[src/rtl/muldiv_pkg.sv]
// Shared definitions for the iterative multiply/divide unit.
//   md_op_e    : operation encoding presented on the op port.
//   md_state_e : sequencing states of the unit's control FSM.
package muldiv_pkg;

  typedef enum logic [2:0] {
    MD_MULT  = 3'd0,
    MD_MULTU = 3'd1,
    MD_DIV   = 3'd2,
    MD_DIVU  = 3'd3,
    MD_MTHI  = 3'd4,
    MD_MTLO  = 3'd5,
    MD_NOP6  = 3'd6,
    MD_NOP7  = 3'd7
  } md_op_e;

  typedef enum logic [1:0] {
    IDLE = 2'd0,
    CALC = 2'd1,
    FIX  = 2'd2
  } md_state_e;

endpackage

[src/rtl/muldiv_core.sv]
// Iteration datapath of the multiply/divide unit: one radix-2 step per cycle
// over a 2*WIDTH-bit accumulator, operating on unsigned magnitudes.
//   clk_i      : rising-edge clock
//   rst_ni     : asynchronous active-low reset
//   load_i     : initialise accumulator/operand and clear the counter
//   step_i     : perform one iteration and advance the counter
//   is_div_i   : 1 = restoring divide step, 0 = shift-add multiply step
//   acc_init_i : multiplier (multiply) or dividend (divide) magnitude
//   opnd_i     : multiplicand (multiply) or divisor (divide) magnitude
//   res_o      : accumulator; product, or {remainder, quotient}
//   last_o     : the step taken this cycle is the final one
module muldiv_core #(
  parameter int WIDTH = 32,
  parameter int CNT_W = $clog2(WIDTH) + 1
) (
  input  logic                 clk_i,
  input  logic                 rst_ni,
  input  logic                 load_i,
  input  logic                 step_i,
  input  logic                 is_div_i,
  input  logic [WIDTH-1:0]     acc_init_i,
  input  logic [WIDTH-1:0]     opnd_i,
  output logic [2*WIDTH-1:0]   res_o,
  output logic                 last_o
);

  logic [2*WIDTH-1:0] acc_q, acc_d;
  logic [WIDTH-1:0]   opnd_q, opnd_d;
  logic [CNT_W-1:0]   cnt_q, cnt_d;

  logic [WIDTH:0]     mul_sum;
  logic [2*WIDTH:0]   div_shift;
  logic [WIDTH:0]     div_diff;

  always_comb begin
    // Multiply: add the multiplicand into the upper half when the current
    // multiplier bit (acc LSB) is set; the carry becomes the new top bit.
    mul_sum   = {1'b0, acc_q[2*WIDTH-1:WIDTH]} +
                (acc_q[0] ? {1'b0, opnd_q} : {(WIDTH+1){1'b0}});
    // Divide: acc holds {partial remainder, dividend/quotient}. Shifting left
    // pulls the next dividend bit into the remainder; the extra bit keeps the
    // trial subtraction exact.
    div_shift = {acc_q, 1'b0};
    div_diff  = div_shift[2*WIDTH:WIDTH] - {1'b0, opnd_q};

    acc_d  = acc_q;
    opnd_d = opnd_q;
    cnt_d  = cnt_q;

    if (load_i) begin
      acc_d  = {{WIDTH{1'b0}}, acc_init_i};
      opnd_d = opnd_i;
      cnt_d  = '0;
    end else if (step_i) begin
      cnt_d = cnt_q + CNT_W'(1);
      if (is_div_i) begin
        // Negative trial difference: restore (keep the shifted remainder),
        // quotient bit 0. Otherwise accept the difference, quotient bit 1.
        if (div_diff[WIDTH]) begin
          acc_d = div_shift[2*WIDTH-1:0];
        end else begin
          acc_d = {div_diff[WIDTH-1:0], div_shift[WIDTH-1:1], 1'b1};
        end
      end else begin
        acc_d = {mul_sum, acc_q[WIDTH-1:1]};
      end
    end
  end

  always_ff @(posedge clk_i or negedge rst_ni) begin
    if (!rst_ni) begin
      acc_q  <= '0;
      opnd_q <= '0;
      cnt_q  <= '0;
    end else begin
      acc_q  <= acc_d;
      opnd_q <= opnd_d;
      cnt_q  <= cnt_d;
    end
  end

  assign res_o  = acc_q;
  assign last_o = (cnt_q == CNT_W'(WIDTH - 1));

endmodule

[src/rtl/muldiv_unit.sv]
// Iterative multiply/divide unit with architectural HI/LO registers, placed
// beside the execute-stage ALU.
//   clk     : rising-edge clock
//   reset   : asynchronous active-low reset
//   start   : operation request, sampled only while idle
//   op      : MULT/MULTU/DIV/DIVU/MTHI/MTLO (6,7 ignored)
//   srca    : rs operand (multiplicand / dividend / move source)
//   srcb    : rt operand (multiplier / divisor)
//   flush   : abort any in-flight operation, suppress a same-cycle start
//   hi, lo  : HI/LO registers
//   busy    : operation in flight (stall request)
//   done    : one-cycle pulse when HI/LO take a MULT/DIV result
//   divzero : with done, the completed divide had a zero divisor
module muldiv_unit
  import muldiv_pkg::*;
#(
  parameter int WIDTH = 32,
  parameter int CNT_W = $clog2(WIDTH) + 1
) (
  input  logic             clk,
  input  logic             reset,
  input  logic             start,
  input  logic [2:0]       op,
  input  logic [WIDTH-1:0] srca,
  input  logic [WIDTH-1:0] srcb,
  input  logic             flush,
  output logic [WIDTH-1:0] hi,
  output logic [WIDTH-1:0] lo,
  output logic             busy,
  output logic             done,
  output logic             divzero
);

  function automatic logic [WIDTH-1:0] neg_w(input logic [WIDTH-1:0] x);
    return ~x + WIDTH'(1);
  endfunction

  function automatic logic [2*WIDTH-1:0] neg_2w(input logic [2*WIDTH-1:0] x);
    return ~x + (2*WIDTH)'(1);
  endfunction

  md_state_e        state_q, state_d;
  logic [WIDTH-1:0] hi_q, hi_d, lo_q, lo_d;
  logic             done_q, done_d, divzero_q, divzero_d;

  // Operation context captured at start and used by the final fixup.
  logic             is_div_q, is_div_d;
  logic             neg_main_q, neg_main_d;   // product / quotient sign
  logic             neg_rem_q, neg_rem_d;     // remainder sign
  logic             bzero_q, bzero_d;         // divisor was zero
  logic [WIDTH-1:0] srca_q, srca_d;           // original dividend for /0

  md_op_e           op_e;
  logic             is_div_op, is_signed_op, sa, sb, load;
  logic [WIDTH-1:0] a_mag, b_mag;

  logic [2*WIDTH-1:0] core_res;
  logic               core_last;
  logic [2*WIDTH-1:0] prod_fix;
  logic [WIDTH-1:0]   fix_hi, fix_lo;

  assign op_e         = md_op_e'(op);
  assign is_div_op    = (op_e == MD_DIV) || (op_e == MD_DIVU);
  assign is_signed_op = (op_e == MD_MULT) || (op_e == MD_DIV);
  assign sa           = is_signed_op & srca[WIDTH-1];
  assign sb           = is_signed_op & srcb[WIDTH-1];
  assign a_mag        = sa ? neg_w(srca) : srca;
  assign b_mag        = sb ? neg_w(srcb) : srcb;

  muldiv_core #(
    .WIDTH (WIDTH),
    .CNT_W (CNT_W)
  ) u_core (
    .clk_i      (clk),
    .rst_ni     (reset),
    .load_i     (load),
    .step_i     (state_q == CALC),
    .is_div_i   (is_div_q),
    .acc_init_i (is_div_op ? a_mag : b_mag),
    .opnd_i     (is_div_op ? b_mag : a_mag),
    .res_o      (core_res),
    .last_o     (core_last)
  );

  // Sign fixup of the magnitude result. A zero divisor bypasses the
  // arithmetic: quotient all ones, remainder = the untouched dividend.
  always_comb begin
    prod_fix = neg_main_q ? neg_2w(core_res) : core_res;
    fix_hi   = prod_fix[2*WIDTH-1:WIDTH];
    fix_lo   = prod_fix[WIDTH-1:0];
    if (is_div_q) begin
      if (bzero_q) begin
        fix_hi = srca_q;
        fix_lo = '1;
      end else begin
        fix_hi = neg_rem_q  ? neg_w(core_res[2*WIDTH-1:WIDTH])
                            : core_res[2*WIDTH-1:WIDTH];
        fix_lo = neg_main_q ? neg_w(core_res[WIDTH-1:0])
                            : core_res[WIDTH-1:0];
      end
    end
  end

  always_comb begin
    state_d   = state_q;
    hi_d      = hi_q;
    lo_d      = lo_q;
    done_d    = 1'b0;
    divzero_d = 1'b0;
    load      = 1'b0;

    unique case (state_q)
      IDLE: begin
        // flush takes priority over any same-cycle request, moves included.
        if (start && !flush) begin
          case (op_e)
            MD_MTHI: hi_d = srca;
            MD_MTLO: lo_d = srca;
            MD_MULT, MD_MULTU, MD_DIV, MD_DIVU: begin
              load    = 1'b1;
              state_d = CALC;
            end
            default: ;
          endcase
        end
      end
      CALC: begin
        if (flush) begin
          state_d = IDLE;
        end else if (core_last) begin
          state_d = FIX;
        end
      end
      FIX: begin
        state_d = IDLE;
        if (!flush) begin
          hi_d      = fix_hi;
          lo_d      = fix_lo;
          done_d    = 1'b1;
          divzero_d = is_div_q & bzero_q;
        end
      end
      default: state_d = IDLE;
    endcase
  end

  assign is_div_d   = load ? is_div_op       : is_div_q;
  assign neg_main_d = load ? (sa ^ sb)       : neg_main_q;
  assign neg_rem_d  = load ? sa              : neg_rem_q;
  assign bzero_d    = load ? (srcb == '0)    : bzero_q;
  assign srca_d     = load ? srca            : srca_q;

  always_ff @(posedge clk or negedge reset) begin
    if (!reset) begin
      state_q    <= IDLE;
      hi_q       <= '0;
      lo_q       <= '0;
      done_q     <= 1'b0;
      divzero_q  <= 1'b0;
      is_div_q   <= 1'b0;
      neg_main_q <= 1'b0;
      neg_rem_q  <= 1'b0;
      bzero_q    <= 1'b0;
      srca_q     <= '0;
    end else begin
      state_q    <= state_d;
      hi_q       <= hi_d;
      lo_q       <= lo_d;
      done_q     <= done_d;
      divzero_q  <= divzero_d;
      is_div_q   <= is_div_d;
      neg_main_q <= neg_main_d;
      neg_rem_q  <= neg_rem_d;
      bzero_q    <= bzero_d;
      srca_q     <= srca_d;
    end
  end

  assign hi      = hi_q;
  assign lo      = lo_q;
  assign busy    = (state_q != IDLE);
  assign done    = done_q;
  assign divzero = divzero_q;

endmodule

[config.mk]
export PLATFORM = sky130hd
export DESIGN_NAME = muldiv_unit
export DESIGN_NICKNAME = d
export VERILOG_FILES = /design/src/rtl/muldiv_pkg.sv /design/src/rtl/muldiv_core.sv /design/src/rtl/muldiv_unit.sv
export SDC_FILE = /design/constraint.sdc
export NUM_CORES = 1
export LEC_CHECK = 0
export BUFFER_PORTS_ARGS = -buffer_cell sky130_fd_sc_hd__buf_2
export CORE_ASPECT_RATIO = 1.1
export CORE_MARGIN = 4
export CORE_UTILIZATION = 35
export CTS_CLUSTER_SIZE = 12
export DETAILED_ROUTE_END_ITERATION = 16
export GPL_TIMING_DRIVEN = 0
export PLACE_DENSITY = 0.58
export RECOVER_POWER = 100
export SLEW_MARGIN = 25
export SYNTH_ARGS = -nofsm -noshare
export SYNTH_HDL_FRONTEND = slang
export SYNTH_HIERARCHICAL = 1
export SYNTH_SLANG_ARGS = --single-unit
[constraint.sdc]
create_clock -name clk -period 2.95 [get_ports clk]
set_clock_uncertainty 0.15 [all_clocks]
set_input_delay 0.59 -clock clk [delete_from_list [all_inputs] [get_ports clk]]
set_output_delay 0.59 -clock clk [all_outputs]
set_load 0.03 [all_outputs]
Word level (Yosys, flattened, before mapping). Index checks and enable logic that the tools add are counted. Widths: inputs -> output; s select.

Bits in registers: 206. Bits of input ports: 71. Output and inout bits: 67. Word-level logic and storage cells: 96.

Add/subtract/negate cells: 8. Eq/ne operators: 14. Mux-type cells: 38. Bitwise operators: 9. Reductions and logical operators: 14.

Operators with widths (count): $mux 32 (17); $mux 64 (5); $add 32x1->32 const B (4); $not 32->32 (4); $pmux 32 s2 (2); $add 64x1->64 const B (1); $not 64->64 (1); $add 32x33->33 (1); $sub 33x32->33 (1); $logic_not 32->1 (1); $mux 6 (2); $mux 2 (4); $reduce_and 4->1 (2); $mux 1 (7); $add 6x1->6 const B (1); $eq 3x2->1 const B (2); $eq 3x3->1 const B (2); $eq 6x5->1 const B (1); $ne 2x1->1 const B (3); $reduce_bool 2->1 (3); $ne 2x2->1 const B (2); $pmux 2 s2 (1); $reduce_or 4->1 (1); $and 1x1->1 (3); other kinds (11) (12).

Longest topological paths before layout. Gate-level depths: netlist of the first run.

Depth in word-level cells: 7. Mapped depth: 14. Depth with buffers taken out: 13.

By module. Netlist of the first run, hierarchy kept.

By module, submodules not included: muldiv_unit (times used 1, cells each 1207, area each 9097.5 um^2, seq. area each 2602.5 um^2); muldiv_core (times used 1, cells each 1081, area each 8680.8 um^2, seq. area each 2552.4 um^2).

Worst setup path after synthesis of the first run. Ideal clock, no wire load.

Path kind: reg-to-reg. Start: reg u_core.acc_q[0], in the netlist u_core/res_o[0]. End: reg u_core.acc_q[58], in the netlist u_core/res_o[58]. Library setup time: 0.122 ns. Arrival time: 2.932 ns. Required time: 2.678 ns. Path slack: -0.254 ns. Cell stages (with the launch flop): 14. Cell sequence: dfrtp_1 -> clkbuf_1 -> nand2_1 -> inv_1 -> ha_1 -> a21oi_1 -> nand4b_1 -> a21o_1 -> a211o_1 -> a2111o_1 -> a311oi_1 -> a211oi_1 -> xor2_1 -> o21ai_2.

Word-level cells in the longest chain between the ends: 5.

Ends and longest elaborated chain: start, declared (RTL line muldiv_core.sv:27) `logic [2*WIDTH-1:0] acc_q, acc_d;`; start signal, assigned (RTL line muldiv_core.sv:72) `acc_q <= '0;`; start signal, assigned (RTL line muldiv_core.sv:76) `acc_q <= acc_d;`; $mux 32 (RTL line muldiv_core.sv:39) `(acc_q[0] ? {1'b0, opnd_q} : {(WIDTH+1){1'b0}});`; $add 32x33->33 (RTL line muldiv_core.sv:38) `mul_sum = {1'b0, acc_q[2*WIDTH-1:WIDTH]} +`; $mux 64 (RTL line muldiv_core.sv:56) `if (is_div_i) begin`; $mux 64 (RTL line muldiv_core.sv:54) `end else if (step_i) begin`; $mux 64 (RTL line muldiv_core.sv:50) `if (load_i) begin`.

Every way passes these cells. The select of a mux whose other input is x is not followed. A chain may end at the register's enable or synchronous reset.

Final worst setup path of the first run.
Start: reg u_core.acc_q[0], in the netlist u_core/res_o[0]. End: reg u_core.acc_q[62], in the netlist u_core/res_o[62].

Same word-level chain as after synthesis.

==> impl_metrics.json, run 1 <==
{
  "status": "complete, but fails checks",
  "violations": "max-capacitance violations, max-slew violations, negative setup slack",
  "final_nets": 2674,
  "synthesis.nets": 2430,
  "h-tree-depth": 1,
  "grt_antenna_before_repair": 4,
  "grt_usage_pct": 29.9,
  "p_leak_nw": 8.95,
  "clock_sink_count": 206,
  "syn_to_final_growth_pct": 24.6,
  "clockBufferDepth": 3,
  "critPathArrivalTime_ns": 3.86,
  "post-route-drc-count": 0,
  "yosys_register_bits": 206,
  "drv_cap": 1,
  "worst_slew_pin_slew_ns": 1.60,
  "cpPeakStageDelay_ns": 0.56,
  "die_w_um": 223,
  "grt_pass1_vias": 19100,
  "clkLatencyLatePin_ns": 0.58,
  "worstSetupPathType": "reg -> reg",
  "syn_area_sq_um": 17800,
  "multi_input_area_sq_um": 12900,
  "final_core_util_pct": 44.2,
  "post-route-period-util_pct": 120,
  "postRouteAntennaNets": 0,
  "max_freq_mhz": 283,
  "drive_above_1_share_pct": 17.2,
  "min_path_type": "in -> reg",
  "yosysSeqAreaShare_pct": 29.0,
  "whs_ns": 0.0758,
  "synth_edf_count": 0,
  "cts-root-buf": "clkbuf_16",
  "place_congestion": 1.03,
  "cts_tree": "done",
  "grt_pass1_wl_um": 125000,
  "regArea_sq_um": 5200,
  "cp-start-kind": "register",
  "num_rows": 86,
  "switching_share_pct": 49.1,
  "path_clk_slew_ns": 0.06,
  "async_flop_share_pct": 100,
  "p_sw_w": 0.0105,
  "vias_per_cell": 6.17,
  "grt_max_degree": 76,
  "syn_avg_cell_area_sq_um": 7.77,
  "worstPathRequired_ns": 3.27,
  "core_sq_um": 50100,
  "timing.final.ws_setup_ns": -0.589,
  "tns_ns": -21.76,
  "rsz0062_at_grt": "yes",
  "drv_slew": 59,
  "initial_utilization_pct": 35.5,
  "layout_commonest_cell": "nand2_1",
  "max_slew_margin_pct": -6.90,
  "postPlaceCellArea_sq_um": 19400,
  "fill_cells": 5123,
  "detail_route.first_pass.iterations": 6,
  "dpl.hpwl_um": 64500,
  "syn_inst": 2288,
  "synth_flop_cell": "dfrtp_1",
  "ioPinCount": 138,
  "dieHeight_um": 244,
  "power_frac_seq_pct": 23.5,
  "layout_common_cells": "nand2_1, o21ai_0, dfrtp_1, clkbuf_1, nor2_1",
  "vias": 19800,
  "wl_per_cell_um": 26.8,
  "cts_made_buffers": 27,
  "critPathSlowestCell": "a2111o_1",
  "ys_warn_count": 6,
  "intPower_w": 0.0109,
  "crit_fanout": 10,
  "synth_cell_types": 89,
  "place_ws_ns": -1.52,
  "clockPowerShare_pct": 16.9,
  "portBuffers": 129,
  "wl_um": 86100,
  "period_minus_slack_ns": 3.54,
  "setup_viol": 118,
  "end_kind": "register",
  "combPwrFrac_pct": 59.6,
  "overflow": 0,
  "power_per_cell_area_nw_per_um2": 965,
  "hold_viol_final": 0,
  "die_area_sq_um": 54500,
  "fin_area_sq_um": 22100,
  "irDropWorstVdd_uv": 536,
  "worstPathCellList": "buf_8 -> and2_1 -> ha_4 -> a21o_1 -> a21oi_2 -> a21o_1 -> a211o_1 -> a2111o_1 -> buf_6 -> buf_6 -> a31oi_4 -> mux2i_1 -> a211o_1 -> o21ai_1",
  "drt_iter0_markers": 2575
}
==> cells by family after synthesis <==
group	share of synthesized area [%]
AO/OA/AOI/OAI	24.2
XOR/XNOR	8.12
adder cells (fa/ha/maj)	5.08
AND/OR/NAND/NOR	22.1
flip-flops	29.0
buffers and inverters	4.68
multiplexers	6.85
==> worst max-delay path, delay by kind of cell (launching register included) <==
family | cells | cell delay [ns]
flops | 1 | 0.48
buf+inv | 3 | 0.46
fa+ha+maj | 1 | 0.29
mux | 1 | 0.09
simple gates | 1 | 0.16
compound gates | 8 | 1.82
==> power groups by stage <==
stage	logic [W]	registers, W	clock network (W)
2_1_floorplan	0.00709	0.00490	0
3_5_place_dp	0.0103	0.00512	0
4_1_cts	0.0116	0.00501	0.00366
5_1_grt	0.0135	0.00510	0.00378
3_3_place_gp	0.0102	0.00511	0
6_report	0.0127	0.00502	0.00362
==> final timing paths <==
| path | startpoint | to | slack (ns) | depth (start not counted) |
|---|---|---|---|---|
| setup reg to reg | u_core/res_o[0] | u_core/res_o[62] | -0.59 | 14 |
| hold reg to reg | srca_q[26] | srca_q[26] | 0.33 | 2 |
| hold / removal | flush | state_q[1] | 0.08 | 2 |
| max in group asynchronous | reset | u_core/res_o[48] | 0.32 | 3 |
| setup / recovery | u_core/res_o[0] | u_core/res_o[62] | -0.59 | 14 |
| min in group asynchronous | reset | done | 0.75 | 2 |
==> flip-flops by register name, indices dropped and copies added, names as in the netlist <==
signal,cells
u_core/res_o,64
hi,32
lo,32
srca_q,32
u_core/opnd_q,32
u_core/cnt_q,6
state_q,2
bzero_q,1
divzero,1
done,1
is_div_q,1
neg_main_q,1
neg_rem_q,1
==> through the flow <==
step | total power (W) | std cells
final | 0.0214 | 3214
after global routing | 0.0224 | 3213
after CTS | 0.0203 | 3187
after detailed placement | 0.0154 | 3079
after global placement | 0.0154 | 3077
after floorplan | 0.0120 | 2288
==> cells in the mapped netlist (29+ instances only) <==
master,count,area [sq um]
dfrtp_1,206,5150
and2_1,44,275
nand2_1,350,1310
xnor2_1,96,841
a21oi_1,141,706
o31ai_1,29,218
nand4_1,30,188
o22ai_1,36,225
mux2i_1,116,1160
ha_1,69,863
xor2_1,67,587
clkbuf_1,121,454
nor2_1,139,522
or3_1,34,213
nor3_1,45,225
inv_1,69,259
nand3_1,44,220
o21ai_0,241,1210
==> layout make-up <==
type | count | area share [%]
Sequential cell | 206 | 23.5
Multi-Input combinational cell | 1867 | 58.2
Clock buffer | 35 | 3.46
Antenna cell | 1 | 0.0113
Inverter | 72 | 1.24
Clock inverter | 15 | 0.859
Timing Repair Buffer | 219 | 6.03
Buffer | 139 | 3.02
Tap cell | 660 | 3.73
==> layer usage <==
metal / up-vias / part of all wire, % / track usage [%]
met3: 234 / 10 / 5.19
met2: 1136 / 44 / 46.3
met5: - / 0 / 0
li1: 8784 / - / -
met4: 0 / 6.1 / 15.7
met1: 9692 / 40 / 40.0
==> repair_timing <==
item | in CTS | in global routing
pin swaps | 43 | 72
setup endpoints to repair | 145 | 135
gates resized for setup | 161 | 152
buffers inserted | 58 | 28
hold buffers | 1 | 0
endpoints found under the hold margin | 56 | 0
cloned | 1 | 1
No activity file was read; power rests on OpenSTA's default activity.
==> run 2, diff against run 1 <==
--- a/config.mk
+++ b/config.mk
@@ -9,6 +9,7 @@
 export CORE_ASPECT_RATIO = 1.1
 export CORE_MARGIN = 4
 export CORE_UTILIZATION = 35
+export CTS_BUF_LIST = sky130_fd_sc_hd__clkbuf_4 sky130_fd_sc_hd__clkbuf_8 sky130_fd_sc_hd__clkbuf_16
 export CTS_CLUSTER_SIZE = 12
 export DETAILED_ROUTE_END_ITERATION = 16
 export GPL_TIMING_DRIVEN = 0
==> impl_metrics.json, run 2 (same netlist as run 1, synthesis figures left out) <==
{
  "cts-root-buf": "clkbuf_16",
  "max_slew_margin_pct": -6.72,
  "overflow": 0,
  "clockPowerShare_pct": 17.0,
  "die_area_sq_um": 54500,
  "combPwrFrac_pct": 59.5,
  "critPathSlowestCell": "a2111o_1",
  "crit_fanout": 10,
  "hold_start": "flush",
  "end_kind": "register",
  "post-route-period-util_pct": 121,
  "cp-start-kind": "register",
  "worstPathCellList": "buf_8 -> and2_1 -> ha_4 -> a21o_1 -> a21oi_2 -> a21o_1 -> a211o_1 -> a2111o_1 -> buf_6 -> buf_6 -> a21oi_2 -> o22a_1 -> xnor2_1 -> a211oi_1",
  "grt_antenna_before_repair": 4,
  "startpoint": "u_core/res_o[0]",
  "rsz0062_at_grt": "yes",
  "die_w_um": 223,
  "max_freq_mhz": 281,
  "ioPinCount": 138,
  "period_minus_slack_ns": 3.56,
  "core_sq_um": 50100,
  "diodes": 0,
  "drv_slew": 59,
  "intPower_w": 0.0109,
  "final_nets": 2674,
  "clkLatencyLatePin_ns": 0.58,
  "drive_above_1_share_pct": 17.3,
  "irDropWorstVdd_uv": 534,
  "dpl.hpwl_um": 64500,
  "fill_cells": 5119,
  "reg2reg_from": "u_core/res_o[0]",
  "layout_common_cells": "nand2_1, o21ai_0, dfrtp_1, clkbuf_1, nor2_1",
  "worst_slew_pin_slew_ns": 1.60,
  "h-tree-depth": 1,
  "worstSetupPathType": "reg -> reg",
  "timing.final.ws_setup_ns": -0.609,
  "r2r-end": "u_core/res_o[56]",
  "reg2reg_slack_ns": -0.61,
  "dieHeight_um": 244,
  "tns_ns": -19.21,
  "vias": 19800,
  "power_frac_seq_pct": 23.5,
  "largest_register_ffs": 64,
  "place_congestion": 1.03,
  "status": "complete, but fails checks",
  "initial_utilization_pct": 35.5,
  "num_rows": 86,
  "hold_viol_final": 0,
  "violations": "max-capacitance violations, max-slew violations, negative setup slack",
  "setup_viol": 115,
  "detail_route.first_pass.iterations": 6,
  "postRouteAntennaNets": 0,
  "p_sw_w": 0.0105,
  "post-route-drc-count": 0,
  "cts_made_buffers": 27,
  "cts_tree": "done",
  "min_path_type": "in -> reg",
  "drv_cap": 1,
  "regArea_sq_um": 5200,
  "path_clk_slew_ns": 0.06,
  "power_per_cell_area_nw_per_um2": 965,
  "critPathArrivalTime_ns": 3.83,
  "vias_per_cell": 6.17,
  "final_core_util_pct": 44.2,
  "clock_sink_count": 206,
  "grt_max_degree": 76,
  "cp_top_family": "compound AO/OA/AOI/OAI gates",
  "hold_end": "state_q[0]",
  "grt_pass1_wl_um": 125000,
  "wl_um": 86000,
  "portBuffers": 129,
  "place_ws_ns": -1.52,
  "worstPathRequired_ns": 3.23,
  "hold_depth": 2,
  "p_leak_nw": 8.95,
  "drt_iter0_markers": 2539,
  "layout_commonest_cell": "nand2_1",
  "switching_share_pct": 49.1,
  "wl_per_cell_um": 26.8,
  "whs_ns": 0.0766,
  "cp.buffers_inverters": 3,
  "grt_usage_pct": 29.9,
  "syn_to_final_growth_pct": 24.6,
  "clockBufferDepth": 3,
  "grt_pass1_vias": 19100,
  "cpPeakStageDelay_ns": 0.56,
  "r2r_cells": 14,
  "multi_input_area_sq_um": 12900
}
[run 2: worst max path at each step]
stage	end	slack (ns)	cells after the start
after floorplan	u_core/res_o[47]	-0.17	13
after global placement	u_core/res_o[0]	-3.02	1
after detailed placement	u_core/opnd_q[29]	-1.52	10
after CTS	u_core/res_o[54]	-0.49	13
after global routing	u_core/res_o[54]	-0.72	13
final	u_core/res_o[56]	-0.61	14
[run 2: area by class of cell]
type / count / area share (%)
Timing Repair Buffer: 219 / 6.03
Inverter: 72 / 1.24
Clock inverter: 15 / 0.859
Buffer: 139 / 3.02
Sequential cell: 206 / 23.5
Clock buffer: 35 / 3.49
Multi-Input combinational cell: 1867 / 58.2
Tap cell: 660 / 3.73
[run 2: what timing repair did]
item	CTS	global route
setup endpoints to repair	145	135
endpoints found under the hold margin	56	0
buffers inserted	58	28
hold buffers	1	0
gates cloned	1	1
resized for setup	161	152
pin swaps	43	72
[run 2: per-stage QoR]
stage	cell area, sq um	power (W)	instances
final	22200	0.0214	3213
after global routing	22200	0.0224	3213
after CTS	21600	0.0203	3187
after detailed placement	19400	0.0154	3079
after global placement	19400	0.0154	3077
after floorplan	17900	0.0120	2288
[run 2: power by group through the flow]
stage | sequential (W) | combinational [W] | clock, W
floorplan | 0.00490 | 0.00709 | 0
global placement | 0.00511 | 0.0102 | 0
detailed placement | 0.00512 | 0.0103 | 0
CTS | 0.00501 | 0.0116 | 0.00368
global route | 0.00510 | 0.0135 | 0.00379
finish | 0.00501 | 0.0127 | 0.00363
[run 2: routing by layer]
| metal | track usage, % | vias to the layer above | wire (um) |
|---|---|---|---|
| met2 | 46.3 | 1100 | 37500 |
| met5 | 0 | - | 0 |
| met1 | 40.0 | 9704 | 34600 |
| met4 | 15.7 | 0 | 5450 |
| met3 | 5.19 | 251 | 8450 |
| li1 | - | 8783 | - |
